--- config.mk ---
export PLATFORM = sky130hd
export DESIGN_NAME = mux8_serializer
export DESIGN_NICKNAME = d
export VERILOG_FILES = /design/src/rtl/mux8_pkg.sv /design/src/rtl/mux8to1_bm.sv /design/src/rtl/mux8_serializer.sv
export SDC_FILE = /design/constraint.sdc
export NUM_CORES = 1
export LEC_CHECK = 0
export BUFFER_PORTS_ARGS = -buffer_cell sky130_fd_sc_hd__buf_2
export CAP_MARGIN = 20
export CELL_PAD_IN_SITES_DETAIL_PLACEMENT = 1
export CELL_PAD_IN_SITES_GLOBAL_PLACEMENT = 2
export CORE_MARGIN = 2
export CORE_UTILIZATION = 36
export DETAILED_ROUTE_END_ITERATION = 10
export PLACE_DENSITY = 0.85
export SLEW_MARGIN = 20
export SYNTH_ARGS = -nofsm -noshare
export SYNTH_HDL_FRONTEND = slang
export SYNTH_HIERARCHICAL = 1
export SYNTH_SLANG_ARGS = --single-unit
--- constraint.sdc ---
create_clock -name clk -period 4.25 [get_ports clk]
set_input_delay 0.6375 -clock clk [delete_from_list [all_inputs] [get_ports clk]]
set_output_delay 0.6375 -clock clk [all_outputs]
set_load 0.005 [all_outputs]
--- src/rtl/mux8_pkg.sv ---
// rtl/mux8_pkg.sv - shared types and constants for the 8:1 mux serializer
package mux8_pkg;

  localparam int SEL_W  = 3;
  localparam int DATA_W = 8;

  typedef enum logic [1:0] {
    IDLE  = 2'd0,
    SHIFT = 2'd1,
    GAP   = 2'd2
  } state_t;

  function automatic logic [SEL_W-1:0] sel_first(input bit msb_first);
    return msb_first ? SEL_W'(DATA_W - 1) : '0;
  endfunction

  function automatic logic [SEL_W-1:0] sel_last(input bit msb_first);
    return msb_first ? '0 : SEL_W'(DATA_W - 1);
  endfunction

endpackage

--- src/rtl/mux8to1_bm.sv ---
// rtl/mux8to1_bm.sv - behavioural 8:1 single-bit multiplexer
module mux8to1_bm
  import mux8_pkg::*;
(
  input  logic [DATA_W-1:0] d,
  input  logic [SEL_W-1:0]  sel,
  output logic              y
);

  always_comb begin
    y = 1'b0;
    case (sel)
      3'd0: y = d[0];
      3'd1: y = d[1];
      3'd2: y = d[2];
      3'd3: y = d[3];
      3'd4: y = d[4];
      3'd5: y = d[5];
      3'd6: y = d[6];
      3'd7: y = d[7];
      default: y = 1'b0;
    endcase
  end

endmodule

--- src/rtl/mux8_serializer.sv ---
// rtl/mux8_serializer.sv - word-to-bit serializer stepping an 8:1 mux select
module mux8_serializer
  import mux8_pkg::*;
#(
  parameter bit MSB_FIRST  = 1'b0,
  parameter int GAP_CYCLES = 0,
  parameter int CNT_W      = 16
) (
  input  logic              clk,
  input  logic              rst_n,
  input  logic [DATA_W-1:0] in_data,
  input  logic              in_valid,
  output logic              in_ready,
  output logic              ser_out,
  output logic              ser_valid,
  input  logic              ser_ready,
  output logic              ser_last,
  output logic [SEL_W-1:0]  sel,
  output logic              busy,
  output logic [CNT_W-1:0]  frame_cnt
);

  localparam logic [SEL_W-1:0] FIRST = sel_first(MSB_FIRST);
  localparam logic [SEL_W-1:0] LAST  = sel_last(MSB_FIRST);
  // gap_cnt holds remaining GAP cycles minus one, so GAP lasts exactly GAP_CYCLES
  localparam logic [7:0] GAP_LOAD = (GAP_CYCLES > 0) ? 8'(GAP_CYCLES - 1) : 8'd0;

  state_t             state;
  logic [DATA_W-1:0]  word_reg;
  logic [7:0]         gap_cnt;
  logic [SEL_W-1:0]   sel_step;

  assign sel_step = MSB_FIRST ? (sel - SEL_W'(1)) : (sel + SEL_W'(1));

  mux8to1_bm u_mux (
    .d   (word_reg),
    .sel (sel),
    .y   (ser_out)
  );

  always_ff @(posedge clk or negedge rst_n) begin
    if (!rst_n) begin
      state     <= IDLE;
      word_reg  <= '0;
      sel       <= FIRST;
      gap_cnt   <= '0;
      frame_cnt <= '0;
      in_ready  <= 1'b1;
      ser_valid <= 1'b0;
      ser_last  <= 1'b0;
      busy      <= 1'b0;
    end else begin
      case (state)
        IDLE: begin
          if (in_valid && in_ready) begin
            word_reg  <= in_data;
            sel       <= FIRST;
            state     <= SHIFT;
            in_ready  <= 1'b0;
            ser_valid <= 1'b1;
            ser_last  <= 1'b0;
            busy      <= 1'b1;
          end
        end
        SHIFT: begin
          if (ser_valid && ser_ready) begin
            if (sel == LAST) begin
              frame_cnt <= frame_cnt + CNT_W'(1);
              sel       <= FIRST;
              ser_valid <= 1'b0;
              ser_last  <= 1'b0;
              if (GAP_CYCLES == 0) begin
                state    <= IDLE;
                in_ready <= 1'b1;
                busy     <= 1'b0;
              end else begin
                gap_cnt <= GAP_LOAD;
                state   <= GAP;
              end
            end else begin
              sel      <= sel_step;
              ser_last <= (sel_step == LAST);
            end
          end
        end
        GAP: begin
          if (gap_cnt == 8'd0) begin
            state    <= IDLE;
            in_ready <= 1'b1;
            busy     <= 1'b0;
          end else begin
            gap_cnt <= gap_cnt - 8'd1;
          end
        end
        default: begin
          state     <= IDLE;
          sel       <= FIRST;
          in_ready  <= 1'b1;
          ser_valid <= 1'b0;
          ser_last  <= 1'b0;
          busy      <= 1'b0;
        end
      endcase
    end
  end

endmodule

# Word level (Yosys, flattened, before mapping)
# Cells that the tools add are included.
word_totals:
  ff_bits: 41
  in_bits: 12
  output_inout_bits: 24
  word_cells: 63
classes:
  add_sub_neg: 3
  eq_ne: 14
  muxes: 24
  bitwise_logic: 2
  reduce_logical: 11
op_table:
  columns: ["op", "n"]
  rows:
  - ["adder 16 x 1 -> 16 bit, second input constant", 1]
  - ["== test 3 bit, second input constant", 5]
  - ["case mux 1 bit (3 select lines)", 4]
  - ["2-to-1 mux 1 bit", 10]
  - ["2-to-1 mux 3 bit", 3]
  - ["case mux 3 bit (3 select lines)", 1]
  - ["logical NOT 8 bit", 1]
  - ["2-to-1 mux 2 bit", 4]
  - ["inequality test 2 bit, second input constant", 4]
  - ["case mux 1 bit (8 select lines)", 1]
  - ["AND reduction 4 bit", 2]
  - ["subtractor 8 x 1 -> 8 bit, second input constant", 1]
  - ["== test 3 x 2 -> 1 bit, second input constant", 2]
  - ["case mux 2 bit (3 select lines)", 1]
  - ["AND reduction 3 bit", 2]
  - ["AND reduction 2 bit", 2]
  - ["adder 3 x 1 -> 3 bit, second input constant", 1]
  - ["== test 3 x 1 -> 1 bit, second input constant", 1]
  - ["logical NOT 3 bit", 1]
  - ["== test 2 x 1 -> 1 bit, second input constant", 1]
  - ["== test 2 bit, second input constant", 1]
  - ["logical AND 1 bit", 2]
  - ["logical NOT 2 bit", 1]
  - ["inverter 1 bit", 2]

# Depth between registers and ports, before layout
logic_depth:
  ltp_word: 5
  depth_mapped: 6
  depth_no_buf: 6

# Cells and area by module
# Netlist, hierarchy kept.
by_module_without_submodules:
  columns: ["mod", "instances", "cells_each", "area_each_um2", "seq_area_each_um2"]
  rows:
  - ["mux8_serializer", 1, 102, 1290.0, 752.0]
  - ["mux8to1_bm", 1, 3, 63.8, 0.0]

# Worst setup path before layout
# OpenSTA, ideal clock, no wires.
synth_timing:
  path_type: "reg-to-output"
  startpoint: "reg sel[0]"
  endpoint: "out ser_out"
  arrival_time_ns: 1.267
  required_ns: 3.612
  setup_slack_ns: 2.345
  stages_incl_launch_ff: 3
  n_path_buf: 0
  cell_sequence: "dfrtp_1 -> mux4_1 -> mux2_2"
synth_between:
  elab_chain_cells: 2
  word_cells_on_any_way: 9
  cone_classes: "eq/ne (7); mux (1); reduce/logical (1)"
synth_rtl:
  columns: ["element", "line_no", "text"]
  rows:
  - ["start: declaration", "mux8_serializer.sv:18", "output logic [SEL_W-1:0] sel,"]
  - ["start signal: assignment", "mux8_serializer.sv:81", "sel <= sel_step;"]
  - ["== test 3 bit, or another cell as far along", "mux8to1_bm.sv:12", "case (sel)"]
  - ["case mux 1 bit (8 select lines) *", "mux8to1_bm.sv:12", null]
  - ["end: declaration", "mux8_serializer.sv:14", "output logic ser_out,"]
# Mark *: on every way between the ends. The rest lies on a longest branch, timed or not.

# Worst setup path after layout
# Same ends and word-level chain as after synthesis.

==> results.py <==
metrics = {
    "run_status": {
        "status": "finished clean",
    },
    "placed_design": {
        "dp_hpwl_um": 2040,
        "gp_congestion": 0.732,
        "io_buffers": 35,
        "dpl_cell_area_um2": 1570,
    },
    "critical_path": {
        "slowest_delay_ns": 0.59,
        "critPathMaxFanout": 7,
        "startpoint_type": "register",
        "required_ns": 3.61,
        "r2r_setup_slack_ns": 2.21,
        "crit_type": "reg2out",
        "end_kind": "output pin",
        "crit_path_cell_trace": "mux4_1 -> mux2_2 -> buf_2",
        "worst_path_max_delay_cell": "mux4_1",
        "r2r_cells": 6,
        "cp.arrival_ns": 1.74,
    },
    "power": {
        "power_density_nw_per_um2": 345,
        "ir_worst_vdd_mv": 0.187,
        "p_leak_nw": 0.878,
    },
    "timing": {
        "timing.final.max_slew_violations": 0,
        "setup_violations": 0,
        "tightest_slew_ns": 0.664,
        "fmax_ghz": 0.420,
        "rsz0062_at_grt": "false",
        "finClkSkew_ns": 0.00298,
        "hold_viol": 0,
        "setup-tns-final_ns": 0,
        "layout_min_cycle_time_ns": 2.38,
        "min_period_over_period": 0.560,
        "fin_hold_ws_ns": 0.384,
        "slew_headroom": 0.557,
    },
    "route": {
        "wl_um": 2840,
        "avgRoutedWirePerCell_um": 14.7,
        "via_count": 948,
        "drt-pass1-iter-count": 2,
        "post-route-drc-count": 0,
        "drt_iter0_markers": 28,
        "vias_per_cell": 4.91,
        "ant_nets": 0,
    },
    "clock_tree": {
        "clkTransAtPathRegs_ns": 0.07,
        "cts_made_buffers": 5,
        "clockRootBuffer": "clkbuf_8",
        "clk_path_buf_depth": 2,
        "hold_buffers": 0,
        "clk_latency_ns": 0.28,
        "cts_sinks": 30,
        "cts_tree": "built",
        "post_cts_buffers": 0,
        "cts_resized": 0,
        "htree_num_levels": 2,
    },
    "final_layout": {
        "num-fill-cells": 417,
        "n_antenna_cell": 0,
        "largest_reg_flops": 16,
        "drive_gt1_frac": 0.393,
        "layout_common_cells": "buf_2, dfrtp_1, xnor2_1",
        "final_core_util": 0.464,
        "area_growth_pct": 24.5,
        "final_common_cell": "buf_2",
        "stdcell_area_um2": 1690,
        "nets": 160,
    },
    "logic_synthesis": {
        "synth_top_family_by_area": "simple AND/OR/NAND/NOR gates",
        "synth_compound_area_frac": 0.0129,
        "yosysTopAreaCell": "dfrtp_1",
        "ys_dominant_reg_cell": "dfrtp_1",
        "synth_edf_count": 0,
        "yosys.area_share.simple": 0.157,
        "syn-mean-instance-area_um2": 12.9,
        "ys_ff_latch": 30,
        "async_flop_share": 1.00,
        "synth_warnings": 6,
        "synth.top_cells.by_area": "dfrtp_1, mux2_2, xnor2_1, nand3_1, mux4_1",
        "synth_xor_area_frac": 0.0970,
        "synth_cells": 105,
        "syn-num-nets": 121,
        "synthDistinctLibCells": 23,
        "synthDominantCellAreaShare": 0.536,
        "synthAdderAreaFrac": 0.0370,
        "netlist_area_um2": 1350,
        "synthMuxAreaShare": 0.122,
        "ys_seq_area_frac": 0.555,
    },
    "floorplan": {
        "placement_rows": 22,
        "die_area_um2": 4270,
        "io_pins": 36,
        "die_width_um": 65.3,
        "die_y_um": 65.3,
        "initial_utilization": 0.373,
        "core_area_um2": 3630,
    },
    "global_routing": {
        "grt_max_degree": 31,
        "grt_pass1_vias": 1015,
        "antenna_found_initial": 0,
        "grt_pass1_wl_um": 4870,
        "groute.usage.overall": 0.155,
        "overflow": 0,
    },
    "hold_path": {
        "holdCritPathClass": "in2async",
    },
    "job": {
        "cap_violations": 0,
    },
}
## worst max-delay path, delay by kind of cell (launching register included)
kind                   cells  cell delay (ns)
DFF                        1             0.48
buffers and inverters      1             0.12
muxes                      2             0.86
## stage by stage
step	setup WS, ns	total power [W]	std cells
final	1.87	0.000581	193
after detailed placement	2.15	0.000303	185
after CTS	1.84	0.000590	193
after floorplan	2.35	0.000291	105
after global routing	1.79	0.000601	193
after global placement	2.22	0.000302	185
## logic make-up (layout without fill, tap and decap cells)
kind of cell,Yosys count,after routing
mux,12,12
flops,30,30
compound gates,3,3
xor+xnor,15,15
fa+ha+maj,4,4
buf+inv,5,45
simple gates,36,36
## area by class of cell
cell class,instances,area (µm²),share of cell area
Clock buffer,5,68.8,0.0408
Clock inverter,3,45.0,0.0267
Inverter,2,7.51,0.00445
Multi-Input combinational cell,70,577,0.342
Sequential cell,30,752,0.446
Tap cell,48,60.1,0.0356
Timing Repair Buffer,35,175,0.104
## synth_stat cells, drive strengths merged, types with 2 or more instances
library cell	n
inv	2
nand4	5
dfrtp	29
ha	4
nand3	12
o21ai	2
and3	2
mux2	10
nand2	11
buf	2
xor2	3
xnor2	12
mux4	2
nor2	2
## worst paths after layout
path                            endpoint           from
hold reg to reg            frame_cnt[15]  frame_cnt[15]
hold / removal               word_reg[3]          rst_n
max in group asynchronous   frame_cnt[4]          rst_n
setup / recovery                 ser_out         sel[0]
min in group clk           frame_cnt[15]  frame_cnt[15]
setup reg to reg           frame_cnt[14]         sel[0]
## report_power, final
| group | total, W | leakage [nW] | internal, W | switching [W] |
|---|---|---|---|---|
| Combinational | 0.0000112 | 0.417 | 0.00000358 | 0.00000764 |
| Clock | 0.000285 | 0.0504 | 0.000174 | 0.000111 |
| Sequential | 0.000286 | 0.410 | 0.000286 | 0 |
| Total | 0.000581 | 0.878 | 0.000463 | 0.000118 |
## metal layers
| metal | wire [µm] | part of all wire | GRT usage |
|---|---|---|---|
| met5 | 0 | 0 | 0 |
| met1 | 1140 | 0.40 | 0.173 |
| met2 | 1530 | 0.54 | 0.268 |
| met3 | 83 | 0.029 | 0.0342 |
| met4 | 80 | 0.028 | 0.0938 |
Note: power is estimated with default switching activity, not from simulation.
